[config.mk]
export PLATFORM = sky130hd
export DESIGN_NAME = dice_turn_controller
export DESIGN_NICKNAME = d
export VERILOG_FILES = /design/src/rtl/dice_game_pkg.sv /design/src/rtl/dice_turn_controller_param_check.sv /design/src/rtl/dice_turn_controller_tick_divider.sv /design/src/rtl/dice_turn_controller.sv
export SDC_FILE = /design/constraint.sdc
export NUM_CORES = 1
export LEC_CHECK = 0
export BUFFER_PORTS_ARGS = -buffer_cell sky130_fd_sc_hd__buf_2
export CORE_MARGIN = 2
export CORE_UTILIZATION = 38
export DETAILED_ROUTE_END_ITERATION = 6
export GPL_TIMING_DRIVEN = 0
export PLACE_DENSITY = 0.69
export SLEW_MARGIN = 20
export SYNTH_ARGS = -nofsm -noshare
export SYNTH_HDL_FRONTEND = slang
export SYNTH_SLANG_ARGS = --single-unit
[constraint.sdc]
create_clock -name clk -period 2.3 [get_ports clk]
set_clock_uncertainty 0.05 [all_clocks]
set_input_delay 0.46 -clock clk [delete_from_list [all_inputs] [get_ports clk]]
set_output_delay 0.46 -clock clk [all_outputs]
set_load 0.05 [all_outputs]
[src/rtl/dice_game_pkg.sv]
// Shared types and helpers for the dice game sequencer.
//   state_t          : sequencer states, encoded 0..5 for the overlay
//   color_t          : dice colour codes as produced by the colour detector
//   color_to_steps() : maps a dice colour to the number of squares to move
package dice_game_pkg;

    localparam int POS_W = 5;

    typedef enum logic [2:0] {
        IDLE      = 3'd0,
        CLEAR     = 3'd1,
        WAIT_ROLL = 3'd2,
        MOVE      = 3'd3,
        WAIT_END  = 3'd4,
        WIN       = 3'd5
    } state_t;

    typedef enum logic [1:0] {
        COLOR_NONE  = 2'b00,
        COLOR_RED   = 2'b01,
        COLOR_GREEN = 2'b10,
        COLOR_BLUE  = 2'b11
    } color_t;

    // RED=1, GREEN=2, BLUE=3 squares; NONE never starts a move.
    function automatic logic [1:0] color_to_steps(input logic [1:0] color);
        logic [1:0] steps;
        case (color)
            COLOR_RED:   steps = 2'd1;
            COLOR_GREEN: steps = 2'd2;
            COLOR_BLUE:  steps = 2'd3;
            default:     steps = 2'd0;
        endcase
        return steps;
    endfunction

endpackage

[src/rtl/dice_turn_controller_param_check.sv]
// Elaboration-time parameter checks for dice_turn_controller.
// No ports; instantiated by the top purely so the checks elaborate with it.
module dice_turn_controller_param_check #(
    parameter int NUM_PLAYERS = 2,
    parameter int TRACK_LEN   = 20
);

    if (TRACK_LEN > 31 || TRACK_LEN < 1) begin : g_track_len_bad
        $error("dice_turn_controller: TRACK_LEN must be in 1..31 for 5-bit positions");
    end

    if (NUM_PLAYERS < 2 || NUM_PLAYERS > 4) begin : g_num_players_bad
        $error("dice_turn_controller: NUM_PLAYERS must be in 2..4");
    end

endmodule

[src/rtl/dice_turn_controller_tick_divider.sv]
// tick_divider: enable counter that raises tick on the cycle it wraps from
// DIV-1 back to 0. Counting restarts from 0 whenever clear is high.
//   clk    in  system clock
//   reset  in  synchronous, active-high
//   clear  in  force the count back to 0
//   enable in  advance the count this cycle
//   tick   out high in the cycle the count wraps (decoded from the register)
module tick_divider #(
    parameter int DIV = 4
) (
    input  logic clk,
    input  logic reset,
    input  logic clear,
    input  logic enable,
    output logic tick
);

    localparam int CNT_W = (DIV > 1) ? $clog2(DIV) : 1;
    localparam logic [CNT_W-1:0] CNT_LAST = CNT_W'(DIV - 1);

    logic [CNT_W-1:0] cnt_r;

    // Wrap counter: reset/clear to 0, advance while enabled.
    always_ff @(posedge clk) begin
        if (reset) begin
            cnt_r <= {CNT_W{1'b0}};
        end else if (clear) begin
            cnt_r <= {CNT_W{1'b0}};
        end else if (enable) begin
            if (cnt_r == CNT_LAST) begin
                cnt_r <= {CNT_W{1'b0}};
            end else begin
                cnt_r <= cnt_r + {{(CNT_W-1){1'b0}}, 1'b1};
            end
        end else begin
            cnt_r <= cnt_r;
        end
    end

    // Kept combinational so the consumer can register its reaction on the
    // same edge the count wraps, giving exactly DIV cycles per tick.
    assign tick = enable && (cnt_r == CNT_LAST);

endmodule

[src/rtl/dice_turn_controller.sv]
// dice_turn_controller: turn sequencer downstream of the colour detector.
// Arms detection for each turn, turns a stable dice colour into a step count,
// animates the active token one square per STEP_DELAY cycles, waits for a
// white-background turn_end before handing over, and declares a winner on
// reaching TRACK_LEN. All outputs are registered.
//   clk, reset     clock and synchronous active-high reset
//   start          level; rising edge starts/restarts a game
//   result_ready   pulse; stable_color valid
//   stable_color   00 NONE, 01 RED, 10 GREEN, 11 BLUE
//   turn_end       pulse; white background confirmed
//   white_level    level; detector sees white now
//   detect_arm     high while a dice result is accepted
//   cur_player     active player index
//   pos_flat       packed positions, player i at [5i +: 5]
//   steps_left     squares remaining in the current move
//   move_tick      1-cycle pulse per square advanced
//   game_state     state_t encoding
//   winner_valid   level, game over
//   winner_id      winning player index
//   timeout_flag   1-cycle pulse on a forfeited turn
module dice_turn_controller
    import dice_game_pkg::*;
#(
    parameter int NUM_PLAYERS  = 2,
    parameter int TRACK_LEN    = 20,
    parameter int STEP_DELAY   = 12_500_000,
    parameter int ROLL_TIMEOUT = 250_000_000
) (
    input  logic                         clk,
    input  logic                         reset,
    input  logic                         start,
    input  logic                         result_ready,
    input  logic [1:0]                   stable_color,
    input  logic                         turn_end,
    input  logic                         white_level,
    output logic                         detect_arm,
    output logic [1:0]                   cur_player,
    output logic [NUM_PLAYERS*POS_W-1:0] pos_flat,
    output logic [1:0]                   steps_left,
    output logic                         move_tick,
    output logic [2:0]                   game_state,
    output logic                         winner_valid,
    output logic [1:0]                   winner_id,
    output logic                         timeout_flag
);

    localparam int PF_W = NUM_PLAYERS * POS_W;
    localparam int TO_W = (ROLL_TIMEOUT > 1) ? $clog2(ROLL_TIMEOUT) : 1;
    localparam logic [TO_W-1:0]  TO_LAST     = TO_W'(ROLL_TIMEOUT - 1);
    localparam logic [POS_W-1:0] TRACK_POS   = POS_W'(TRACK_LEN);
    localparam logic [1:0]       LAST_PLAYER = 2'(NUM_PLAYERS - 1);

    dice_turn_controller_param_check #(
        .NUM_PLAYERS (NUM_PLAYERS),
        .TRACK_LEN   (TRACK_LEN)
    ) u_param_check ();

    state_t            state_r, state_next_s;
    logic              start_d_r;
    logic              start_edge_s;
    logic [TO_W-1:0]   to_cnt_r, to_cnt_next_s;
    logic [1:0]        cur_player_r, cur_next_s;
    logic [PF_W-1:0]   pos_r, pos_next_s;
    logic [1:0]        steps_left_r, steps_next_s;
    logic              move_tick_r, tick_next_s;
    logic              timeout_flag_r, to_flag_next_s;
    logic              detect_arm_r, winner_valid_r;
    logic [1:0]        winner_id_r;
    logic [POS_W-1:0]  cur_pos_s, pos_inc_s;
    logic [1:0]        player_adv_s;
    logic              in_move_s, step_wrap_s;

    assign start_edge_s = start && !start_d_r;
    assign in_move_s    = (state_r == MOVE);
    assign cur_pos_s    = pos_r[POS_W*int'(cur_player_r) +: POS_W];
    assign pos_inc_s    = cur_pos_s + 5'd1;
    assign player_adv_s = (cur_player_r == LAST_PLAYER) ? 2'd0 : (cur_player_r + 2'd1);

    tick_divider #(
        .DIV (STEP_DELAY)
    ) u_step_div (
        .clk    (clk),
        .reset  (reset),
        .clear  (!in_move_s),
        .enable (in_move_s),
        .tick   (step_wrap_s)
    );

    // Next-state and next-output decode; a start edge overrides every state.
    always_comb begin
        state_next_s   = state_r;
        cur_next_s     = cur_player_r;
        pos_next_s     = pos_r;
        steps_next_s   = steps_left_r;
        tick_next_s    = 1'b0;
        to_flag_next_s = 1'b0;
        to_cnt_next_s  = {TO_W{1'b0}};
        if (start_edge_s) begin
            state_next_s = CLEAR;
            cur_next_s   = 2'd0;
            pos_next_s   = {PF_W{1'b0}};
            steps_next_s = 2'd0;
        end else begin
            case (state_r)
                IDLE: begin
                    state_next_s = IDLE;
                end
                CLEAR: begin
                    if (white_level) begin
                        state_next_s = WAIT_ROLL;
                    end else begin
                        state_next_s = CLEAR;
                    end
                end
                WAIT_ROLL: begin
                    // A valid result beats both turn_end and a timeout in the same cycle.
                    if (result_ready && (stable_color != COLOR_NONE)) begin
                        steps_next_s = color_to_steps(stable_color);
                        state_next_s = MOVE;
                    end else if (to_cnt_r == TO_LAST) begin
                        to_flag_next_s = 1'b1;
                        cur_next_s     = player_adv_s;
                        state_next_s   = CLEAR;
                    end else begin
                        to_cnt_next_s = to_cnt_r + {{(TO_W-1){1'b0}}, 1'b1};
                    end
                end
                MOVE: begin
                    if (step_wrap_s) begin
                        if (cur_pos_s < TRACK_POS) begin
                            pos_next_s[POS_W*int'(cur_player_r) +: POS_W] = pos_inc_s;
                            tick_next_s = 1'b1;
                        end else begin
                            tick_next_s = 1'b0;
                        end
                        // Reaching the finish square ends the game and drops remaining steps.
                        if (pos_inc_s >= TRACK_POS) begin
                            steps_next_s = 2'd0;
                            state_next_s = WIN;
                        end else if (steps_left_r <= 2'd1) begin
                            steps_next_s = 2'd0;
                            state_next_s = WAIT_END;
                        end else begin
                            steps_next_s = steps_left_r - 2'd1;
                            state_next_s = MOVE;
                        end
                    end else begin
                        state_next_s = MOVE;
                    end
                end
                WAIT_END: begin
                    if (turn_end) begin
                        cur_next_s   = player_adv_s;
                        state_next_s = WAIT_ROLL;
                    end else begin
                        state_next_s = WAIT_END;
                    end
                end
                WIN: begin
                    state_next_s = WIN;
                end
                default: begin
                    state_next_s = IDLE;
                end
            endcase
        end
    end

    // State, counters and registered outputs.
    always_ff @(posedge clk) begin
        if (reset) begin
            state_r        <= IDLE;
            start_d_r      <= 1'b0;
            to_cnt_r       <= {TO_W{1'b0}};
            cur_player_r   <= 2'd0;
            pos_r          <= {PF_W{1'b0}};
            steps_left_r   <= 2'd0;
            move_tick_r    <= 1'b0;
            timeout_flag_r <= 1'b0;
            detect_arm_r   <= 1'b0;
            winner_valid_r <= 1'b0;
            winner_id_r    <= 2'd0;
        end else begin
            state_r        <= state_next_s;
            start_d_r      <= start;
            to_cnt_r       <= to_cnt_next_s;
            cur_player_r   <= cur_next_s;
            pos_r          <= pos_next_s;
            steps_left_r   <= steps_next_s;
            move_tick_r    <= tick_next_s;
            timeout_flag_r <= to_flag_next_s;
            detect_arm_r   <= (state_next_s == WAIT_ROLL);
            winner_valid_r <= (state_next_s == WIN);
            winner_id_r    <= (state_next_s == WIN) ? cur_next_s : 2'd0;
        end
    end

    assign detect_arm   = detect_arm_r;
    assign cur_player   = cur_player_r;
    assign pos_flat     = pos_r;
    assign steps_left   = steps_left_r;
    assign move_tick    = move_tick_r;
    assign game_state   = state_r;
    assign winner_valid = winner_valid_r;
    assign winner_id    = winner_id_r;
    assign timeout_flag = timeout_flag_r;

endmodule

==> metrics.csv, run 1 <==
metric;value;unit
status;finished, final reports clean;
final_cell_area;0.00458;mm^2
crit_type;flip-flop to flip-flop;
cts_buffer_depth;2;
async_flop_share;0;%
grt_pass1_wl;14000;um
cts.htree.levels;3;
max_cap_violations;0;
dieArea;0.0108;mm^2
placed_cell_area;0.00414;mm^2
p_total;2.38;mW
synth.distinct_cells;52;
arrival;2.49;ns
grt_max_degree;14;
synth_edf_count;0;
cp-end-kind;flip-flop;
cts_num_sinks;76;
hold_ws;0.269;ns
hold_viol;0;
crit_path_cell_trace;buf_2, nand3b_1, a211oi_2, mux2i_2, nand3b_1, o31a_1, a211oi_2;
setup_slack;0.0400;ns
cpLargestDelayFamily;compound AO/OA/AOI/OAI gates;
syn_nets;458;
drt_first_pass_iters;4;
numCtsBuffers;9;
hold_class;input port to flip-flop;
setup_viol;0;
vias_per_cell;5.13;
dp_cells;604;
clock-root-buffer;clkbuf_8;
ir_drop;0.256;mV
finalNonFillerCells;634;
r2r_end;steps_left[0]$_SDFFE_PP0P_;
yosys_warnings;0;
nFillCells;950;
cp-start-kind;flip-flop;
place_congestion;0.878;
syn_to_final_growth;20.7;%
rows;36;
mostFrequentLayoutCells;nor2_1, dfxtp_1, buf_2;
p_leak;1.50;nW
final-seq-area;0.00154;mm^2
synth_flop_cell;dfxtp_1;
rr_startpoint;cur_player[0]$_SDFF_PP0_;
power.density;519;mW/mm^2
drt-wirelength-per-cell;13.4;um
preCtsSetupSlack;-0.191;ns
nets;513;
ant_nets;0;
synthCells;441;
grt_usage;15.6;%
timing.critical_path.buf_inv;1;
clock_latency;0.35;ns
antenna_cells;0;
reg2reg_setup_slack;0.04;ns
clkTransAtPathRegs;0.08;ns
hold_depth;2;
core;0.00973;mm^2
slowest_stage;dfxtp_4;
worstHoldEndpoint;game_state[0]$_SDFF_PP0_;
antenna_found_initial;0;
first_iter_violations;173;
syn_area;0.00380;mm^2
rsz0062_at_grt;true;
crit_fanout;6;
synth-seq-cells;76;
io_buffers;30;
fmax;442;MHz
worst-slew-pin-transition;0.754;ns
wl;8510;um
ys_seq_area_share;40.1;%
via_count;3253;
fin_crit_sh;98.3;%
period_minus_slack;2.26;ns
final_common_cell;nor2_1;
die_w;104;um
required;2.53;ns
io_pins;31;
r2r_cells;7;
slowest_delay;0.38;ns
grt_overflow;0;
cts_tree;built;
initial_core_util;39.0;%
first_global_vias;3018;
die_h;104;um
dp_hpwl;5920;um
drv_slew;0;
drc;0;
multiInputGateArea;0.00226;mm^2
drive_above_1_share;23.0;%
avgSynthCellArea;8.61;um^2
holdCritStartpoint;reset;
slew_headroom;49.6;%
-- worst reg2reg max path, delay by kind of cell (launching register included) --
kind	cells	cell delay, ns
AO/OA/AOI/OAI	3	0.84
buffers and inverters	1	0.17
multiplexers	1	0.33
flip-flops	1	0.38
AND/OR/NAND/NOR	2	0.41
-- cells by family (layout without fill, tap and decap cells) --
group	count (synthesis)	in the layout	share of synthesized area [%]
buffers and inverters	30	90	3.59
adder cells (fa/ha/maj)	9	9	2.97
flip-flops	76	76	40.1
multiplexers	19	19	5.34
AND/OR/NAND/NOR	228	228	30.5
AO/OA/AOI/OAI	29	29	6.03
XOR/XNOR	50	50	11.5
-- sequential cells by signal (all words and copies together), names as in the netlist, 2 cells and up --
name,cells
steps_left,2
to_cnt_r,28
cur_player,2
pos_flat,10
u_step_div.cnt_r,24
game_state,3
winner_id,2
-- layout make-up --
| cell class | count | area share (%) |
|---|---|---|
| plain buffers | 13 | 1.91 |
| clock buffers | 10 | 2.79 |
| clock inverters | 6 | 1.39 |
| inverters | 15 | 1.23 |
| multi-input cells | 335 | 49.3 |
| flip-flops and latches | 76 | 33.5 |
| well taps | 133 | 3.63 |
| repair buffers | 46 | 6.23 |
-- cell usage after synthesis, drive strengths merged, types with 2 or more instances --
master,n,area share [%]
nor2b,4,0.66
nand4,16,2.6
xnor2,23,5.3
or3,6,0.99
nor4b,6,1.9
a2111oi,4,1.1
nor3,13,1.8
dfxtp,76,40
nand2,20,2.0
a211oi,4,0.79
nand4b,2,0.46
a21oi,6,0.79
buf,9,1.5
xor2,27,6.2
o21ai,6,0.89
nand3,20,2.6
nor2,104,10
clkbuf,6,0.59
and3,7,1.2
nor4,2,0.33
nand2b,6,0.99
and4,2,0.46
nand3b,5,0.99
nor3b,3,0.59
ha,9,3.0
and2,3,0.49
or3b,3,0.69
or4,4,0.89
mux2i,18,4.7
inv,15,1.5
-- per-layer routing --
metal | share of wire, % | track usage, %
met5 | 0 | 0
met4 | 0.67 | 5.21
met3 | 4.6 | 3.76
met2 | 48 | 25.8
met1 | 46 | 19.9
-- power by group --
part / internal [mW] / total, mW / switching [mW] / leakage [nW]
clock network: 0.502 / 1.01 / 0.509 / 0.0927
registers: 1.32 / 1.32 / 0.00145 / 0.617
logic: 0.0152 / 0.0480 / 0.0327 / 0.786
-- what timing repair did --
action,in CTS,in global routing
hold buffers,0,0
pin swaps,3,9
resized for setup,15,24
setup endpoints to repair,40,53
buffers inserted,2,13
cloned,0,1
-- per-stage QoR --
step	setup TNS (ns)	util [%]
2_1_floorplan	0	-
5_1_grt	-0.0888	47.1
6_report	0	47.1
3_5_place_dp	-1.75	42.5
3_3_place_gp	-0.411	42.5
4_1_cts	-0.0106	45.1
-- worst max-delay path by stage --
stage                                        start                          to  cells past startpoint
after floorplan           pos_flat[0]$_SDFFE_PP0P_    pos_flat[9]$_SDFFE_PP0P_                      9
after global placement    cur_player[0]$_SDFF_PP0_     winner_id[1]$_SDFF_PP0_                     11
after detailed placement  cur_player[0]$_SDFF_PP0_     winner_id[1]$_SDFF_PP0_                     11
after CTS                   to_cnt_r[0]$_SDFF_PP0_    cur_player[0]$_SDFF_PP0_                      7
after global routing      cur_player[0]$_SDFF_PP0_  steps_left[0]$_SDFFE_PP0P_                      7
final                     cur_player[0]$_SDFF_PP0_  steps_left[0]$_SDFFE_PP0P_                      7
Note: power is estimated with default switching activity, not from simulation.
==> run 2: changes to the inputs <==
- PLACE_DENSITY: 0.69 -> 0.67
- clock period: 2.3 -> 2.4 ns (I/O delays scaled with it)
==> run 2 against run 1 <==
- fmax decreased by 0.43%
- global-route usage increased by 0.34 points
- cell count fell by 1.3%
- worst hold slack better by 0.044 ns
- sequential share of layout area rose by 0.67 points
- non-clock buffer count decreased by 7
- critical endpoint is now to_cnt_r[26]$_SDFF_PP0_
- largest cell class unchanged
==> metrics.csv, run 2 (synthesis results as in run 1) <==
metric;value;unit;change
preCtsSetupSlack;-0.246;ns;-0.0551 ns
vias_per_cell;5.14;;+0.13%
crit_fanout;4;;-2
rows;36;;unchanged
cpLargestDelayFamily;simple AND/OR/NAND/NOR gates;;
cts.htree.levels;3;;unchanged
period_minus_slack;2.27;ns;+0.00983 ns
largest_reg_flops;28;;unchanged
holdBufCountCts;0;;unchanged
cts_buffer_depth;2;;unchanged
drive_above_1_share;18.3;%;-4.7 points
timing.critical_path.mode_cell;nand4_1;;
slew_headroom;53.6;%;+4.0 points
arrival;2.47;ns;-0.02 ns
drc;0;;unchanged
use_met1;20.8;%;+0.84 points
place_congestion;0.851;;-3.1%
via_count;3216;;-1.1%
fin_crit_sh;94.6;%;-3.7 points
r2r_end;to_cnt_r[26]$_SDFF_PP0_;;
r2r_cells;8;;+1
core;0.00973;mm^2;unchanged
worst-slew-pin-transition;0.678;ns;-0.0761 ns
die_h;104;um;unchanged
dp_cells;604;;unchanged
path_depth;8;;+1
use_met3;4.45;%;+0.69 points
top_register;to_cnt_r;;
dieArea;0.0108;mm^2;unchanged
antenna_cells;0;;unchanged
cp-start-kind;flip-flop;;
io_buffers;30;;unchanged
grt_util_met2;25.0;%;-0.80 points
timing.critical_path.buf_inv;1;;unchanged
drt_first_pass_iters;4;;unchanged
fmax;441;MHz;-0.43%
slowest_delay;0.39;ns;about the same
rr_startpoint;to_cnt_r[0]$_SDFF_PP0_;;
setup_slack;0.130;ns;+0.0902 ns
clock_latency;0.35;ns;about the same
p_leak;1.46;nW;-2.5%
power.density;532;mW/mm^2;+2.6%
dp_hpwl;5980;um;+1.1%
final_common_cell;nor2_1;;
hold_ws;0.312;ns;+0.0438 ns
finalNonFillerCells;626;;-1.3%
cp-end-kind;flip-flop;;
grt_overflow;0;;unchanged
clkTransAtPathRegs;0.08;ns;about the same
drt-wirelength-per-cell;13.3;um;-0.65%
wl;8350;um;-1.9%
ant_nets;0;;unchanged
grt_usage;15.9;%;+0.34 points
ir_drop;0.279;mV;+8.9%
grt_pass1_wl;14400;um;+2.6%
cts_num_sinks;76;;unchanged
first_iter_violations;163;;-5.8%
nets;506;;-1.4%
io_pins;31;;unchanged
grt_busiest_layer;met2;;
grt_max_degree;14;;unchanged
numCtsBuffers;9;;unchanged
hold_viol;0;;unchanged
reg2reg_setup_slack;0.13;ns;+0.09 ns
crit_type;flip-flop to flip-flop;;
final_cell_area;0.00447;mm^2;-2.5%
clock-root-buffer;clkbuf_8;;
cp-endpoint;to_cnt_r[26]$_SDFF_PP0_;;
syn_to_final_growth;17.6;%;
status;finished, final reports clean;;
cts_tree;built;;
p_total;2.38;mW;about the same
max_cap_violations;0;;unchanged
placed_cell_area;0.00412;mm^2;-0.39%
crit_path_cell_trace;ha_2, nand4_1, buf_4, or3_1, nor3_1, nand4_1, xor2_1, nor2_1;;
antenna_found_initial;0;;unchanged
setup_viol;0;;unchanged
mostFrequentLayoutCells;nor2_1, dfxtp_1, buf_2;;
slowest_stage;dfxtp_1;;
drv_slew;0;;unchanged
first_global_vias;3115;;+3.2%
required;2.60;ns;+0.07 ns
hold_class;input port to flip-flop;;
die_w;104;um;unchanged
worstSetupStartpoint;to_cnt_r[0]$_SDFF_PP0_;;
initial_core_util;39.0;%;unchanged
[run 2: cell type report]
| type | count | area (um^2) |
|---|---|---|
| Clock buffer | 9 | 124 |
| Buffer | 13 | 87.6 |
| Timing Repair Buffer | 39 | 218 |
| Clock inverter | 6 | 87.6 |
| Sequential cell | 76 | 1530 |
| Inverter | 15 | 56.3 |
| Fill cell | 967 | 5260 |
| Multi-Input combinational cell | 335 | 2200 |
| Tap cell | 133 | 166 |
[run 2: power breakdown]
group          internal, mW  switching, mW  total [mW]
Combinational        0.0144         0.0317      0.0461
Clock                 0.583          0.487        1.07
Sequential             1.26        0.00146        1.26
Total                  1.86          0.520        2.38
[run 2: worst min path at each step]
| stage | from | end | slack [ns] | cells after the start |
|---|---|---|---|---|
| after floorplan | u_step_div.cnt_r[0]$_SDFF_PP0_ | u_step_div.cnt_r[0]$_SDFF_PP0_ | 0.38 | 1 |
| after global placement | u_step_div.cnt_r[0]$_SDFF_PP0_ | u_step_div.cnt_r[0]$_SDFF_PP0_ | 0.39 | 1 |
| after detailed placement | u_step_div.cnt_r[0]$_SDFF_PP0_ | u_step_div.cnt_r[0]$_SDFF_PP0_ | 0.40 | 1 |
| after CTS | reset | start_d_r$_SDFF_PP0_ | 0.30 | 2 |
| after global routing | reset | start_d_r$_SDFF_PP0_ | 0.31 | 2 |
| final | reset | start_d_r$_SDFF_PP0_ | 0.31 | 2 |
[run 2: per-stage QoR]
stage,utilization (%),TNS (ns)
after CTS,44.7,0
after global routing,45.9,-0.0105
after floorplan,-,0
final,45.9,0
after detailed placement,42.4,-0.913
after global placement,42.4,-0.424
[run 2: worst reg2reg max path, delay by kind of cell (launching register included)]
kind,cells,cell delay (ns)
flops,1,0.39
buf+inv,1,0.20
fa+ha+maj,1,0.23
xor+xnor,1,0.18
simple gates,5,1.13
[run 2: repair_timing]
action | CTS | global route
gates cloned | 0 | 0
setup buffers | 0 | 9
endpoints found under the setup margin | 30 | 59
resized for setup | 8 | 17
pin swaps | 2 | 1
[run 2: per-layer routing]
layer / part of all wire (%) / vias up
met5: 0 / -
met4: 2.6 / 0
met3: 4.4 / 18
met2: 44 / 85
met1: 49 / 1506
li1: - / 1607
==> run 3: changes to the inputs <==
- clock period: 2.4 -> 2.7 ns (I/O delays scaled with it)
==> run 3 against run 2 <==
- fmax fell by 7.4%
- wire length fell by 2.9%
- first-iteration DRC count fell by 12%
- flip-flop and latch count did not move
- via count fell by 1.7%
- register-to-register slack improved by 0.12 ns
- cell count fell by 1.1%
- worst hold slack improved by 0.053 ns
- worst setup slack improved by 0.12 ns
- critical path depth rose by 1
- largest power group unchanged
==> metrics.csv, run 3 (synthesis results as in run 1) <==
metric;value;unit;change
slowest_stage;dfxtp_1;;
period_minus_slack;2.45;ns;+0.182 ns
worst-slew-pin-transition;0.708;ns;+0.0304 ns
grt_usage;15.3;%;-0.63 points
crit_fanout;10;;+6
holdCritStartpoint;reset;;
initial_core_util;39.0;%;unchanged
cts_num_sinks;76;;unchanged
dp_hpwl;6030;um;+0.83%
power.density;451;mW/mm^2;-15%
rr_startpoint;cur_player[1]$_SDFF_PP0_;;
cts_tree;built;;
cts_resized;1;;-7
nets;498;;-1.6%
core;0.00973;mm^2;unchanged
power.internal;1.49;mW;-20%
dieArea;0.0108;mm^2;unchanged
drive_above_1_share;13.8;%;-4.5 points
slew_headroom;51.6;%;-2.1 points
hold_class;input port to flip-flop;;
p_switching;447;uW;-14%
ant_nets;0;;unchanged
wl;8110;um;-2.9%
drt_first_pass_iters;4;;unchanged
preCtsSetupSlack;-0.0651;ns;+0.181 ns
setup_slack;0.248;ns;+0.118 ns
top_register;to_cnt_r;;
vias_per_cell;5.11;;-0.63%
cp-start-kind;flip-flop;;
worstSetupStartpoint;cur_player[1]$_SDFF_PP0_;;
status;finished, final reports clean;;
finalNonFillerCells;619;;-1.1%
required;2.91;ns;+0.31 ns
cpLargestDelayFamily;simple AND/OR/NAND/NOR gates;;
cts.htree.levels;3;;unchanged
slowest_delay;0.51;ns;+0.12 ns
die_h;104;um;unchanged
holdBufCountCts;0;;unchanged
rows;36;;unchanged
antenna_cells;0;;unchanged
final_common_cell;nor2_1;;
grt_overflow;0;;unchanged
timing.critical_path.buf_inv;2;;+1
numCtsBuffers;9;;unchanged
sw_frac_of_total;23.0;%;+1.2 points
postCtsSetupRepairBufs;0;;unchanged
mostFrequentLayoutCells;nor2_1, dfxtp_1, buf_2;;
die_w;104;um;unchanged
grt_pass1_wl;13800;um;-4.4%
hold_viol;0;;unchanged
first_iter_violations;143;;-12%
final_core_util;44.3;%;-1.6 points
grt_max_degree;14;;unchanged
clkTransAtPathRegs;0.07;ns;about the same
cp-end-kind;flip-flop;;
io_pins;31;;unchanged
dp_cells;604;;unchanged
setup_tns;0;ns;unchanged
io_buffers;30;;unchanged
fmax;408;MHz;-7.4%
ir_drop;0.211;mV;-24%
max_cap_violations;0;;unchanged
clockPowerShare;40.1;%;-4.9 points
first_global_vias;2945;;-5.5%
fin_crit_sh;90.8;%;-3.8 points
place_congestion;0.840;;-1.2%
cts_buffer_depth;2;;unchanged
via_count;3160;;-1.7%
rsz0062_at_grt;false;;
crit_path_cell_trace;buf_2, nor2_1, ha_1, inv_1, mux4_2, nor3_2, nand3b_1, o21ai_1, nor3_1;;
clock_latency;0.34;ns;about the same
clock-root-buffer;clkbuf_8;;
p_leak;1.39;nW;-4.6%
drv_slew;0;;unchanged
largest_reg_flops;28;;unchanged
seqPwrFrac;57.8;%;+4.7 points
antenna_found_initial;0;;unchanged
drt-wirelength-per-cell;13.1;um;-1.8%
drc;0;;unchanged
crit_type;flip-flop to flip-flop;;
syn_to_final_growth;13.4;%;
power_frac_comb;2.1;%;+0.2 points
setup_viol;0;;unchanged
arrival;2.67;ns;+0.20 ns
[run 3: final cells by class]
type	count	area (um^2)
Buffer	14	76.3
Timing Repair Buffer	30	150
Clock buffer	11	141
Multi-Input combinational cell	335	2160
Sequential cell	76	1530
Tap cell	133	166
Fill cell	976	5420
Clock inverter	5	35.0
Inverter	15	56.3
[run 3: power groups by stage]
stage / Sequential [mW] / Combinational (mW) / Clock (mW)
2_1_floorplan: 1.15 / 0.0205 / 0
5_1_grt: 1.12 / 0.0447 / 0.850
3_5_place_dp: 1.15 / 0.0408 / 0
4_1_cts: 1.12 / 0.0410 / 0.805
6_report: 1.12 / 0.0409 / 0.779
3_3_place_gp: 1.15 / 0.0398 / 0
[run 3: path summary, 6_finish.rpt]
| path | endpoint | slack [ns] | cells past startpoint |
|---|---|---|---|
| max reg2reg | winner_id[1]$_SDFF_PP0_ | 0.25 | 9 |
| min reg2reg | u_step_div.cnt_r[0]$_SDFF_PP0_ | 0.41 | 1 |
| max | winner_id[1]$_SDFF_PP0_ | 0.25 | 9 |
| min | start_d_r$_SDFF_PP0_ | 0.37 | 2 |
[run 3: metrics by stage]
stage                     hold slack (ns)  cell area (um^2)  power [mW]
final                               0.365              4310        1.94
after global placement              0.389              4120        1.19
after detailed placement            0.398              4120        1.19
after CTS                           0.359              4300        1.97
after global routing                0.358              4310        2.02
after floorplan                     0.376              3800        1.17
[run 3: layer usage]
metal	global-route usage (%)	vias to the layer above	part of all wire, %
met5	0	-	0
met4	6.08	0	1.9
met3	3.38	10	3.4
met2	24.4	56	47
met1	20.2	1505	48
li1	-	1589	-
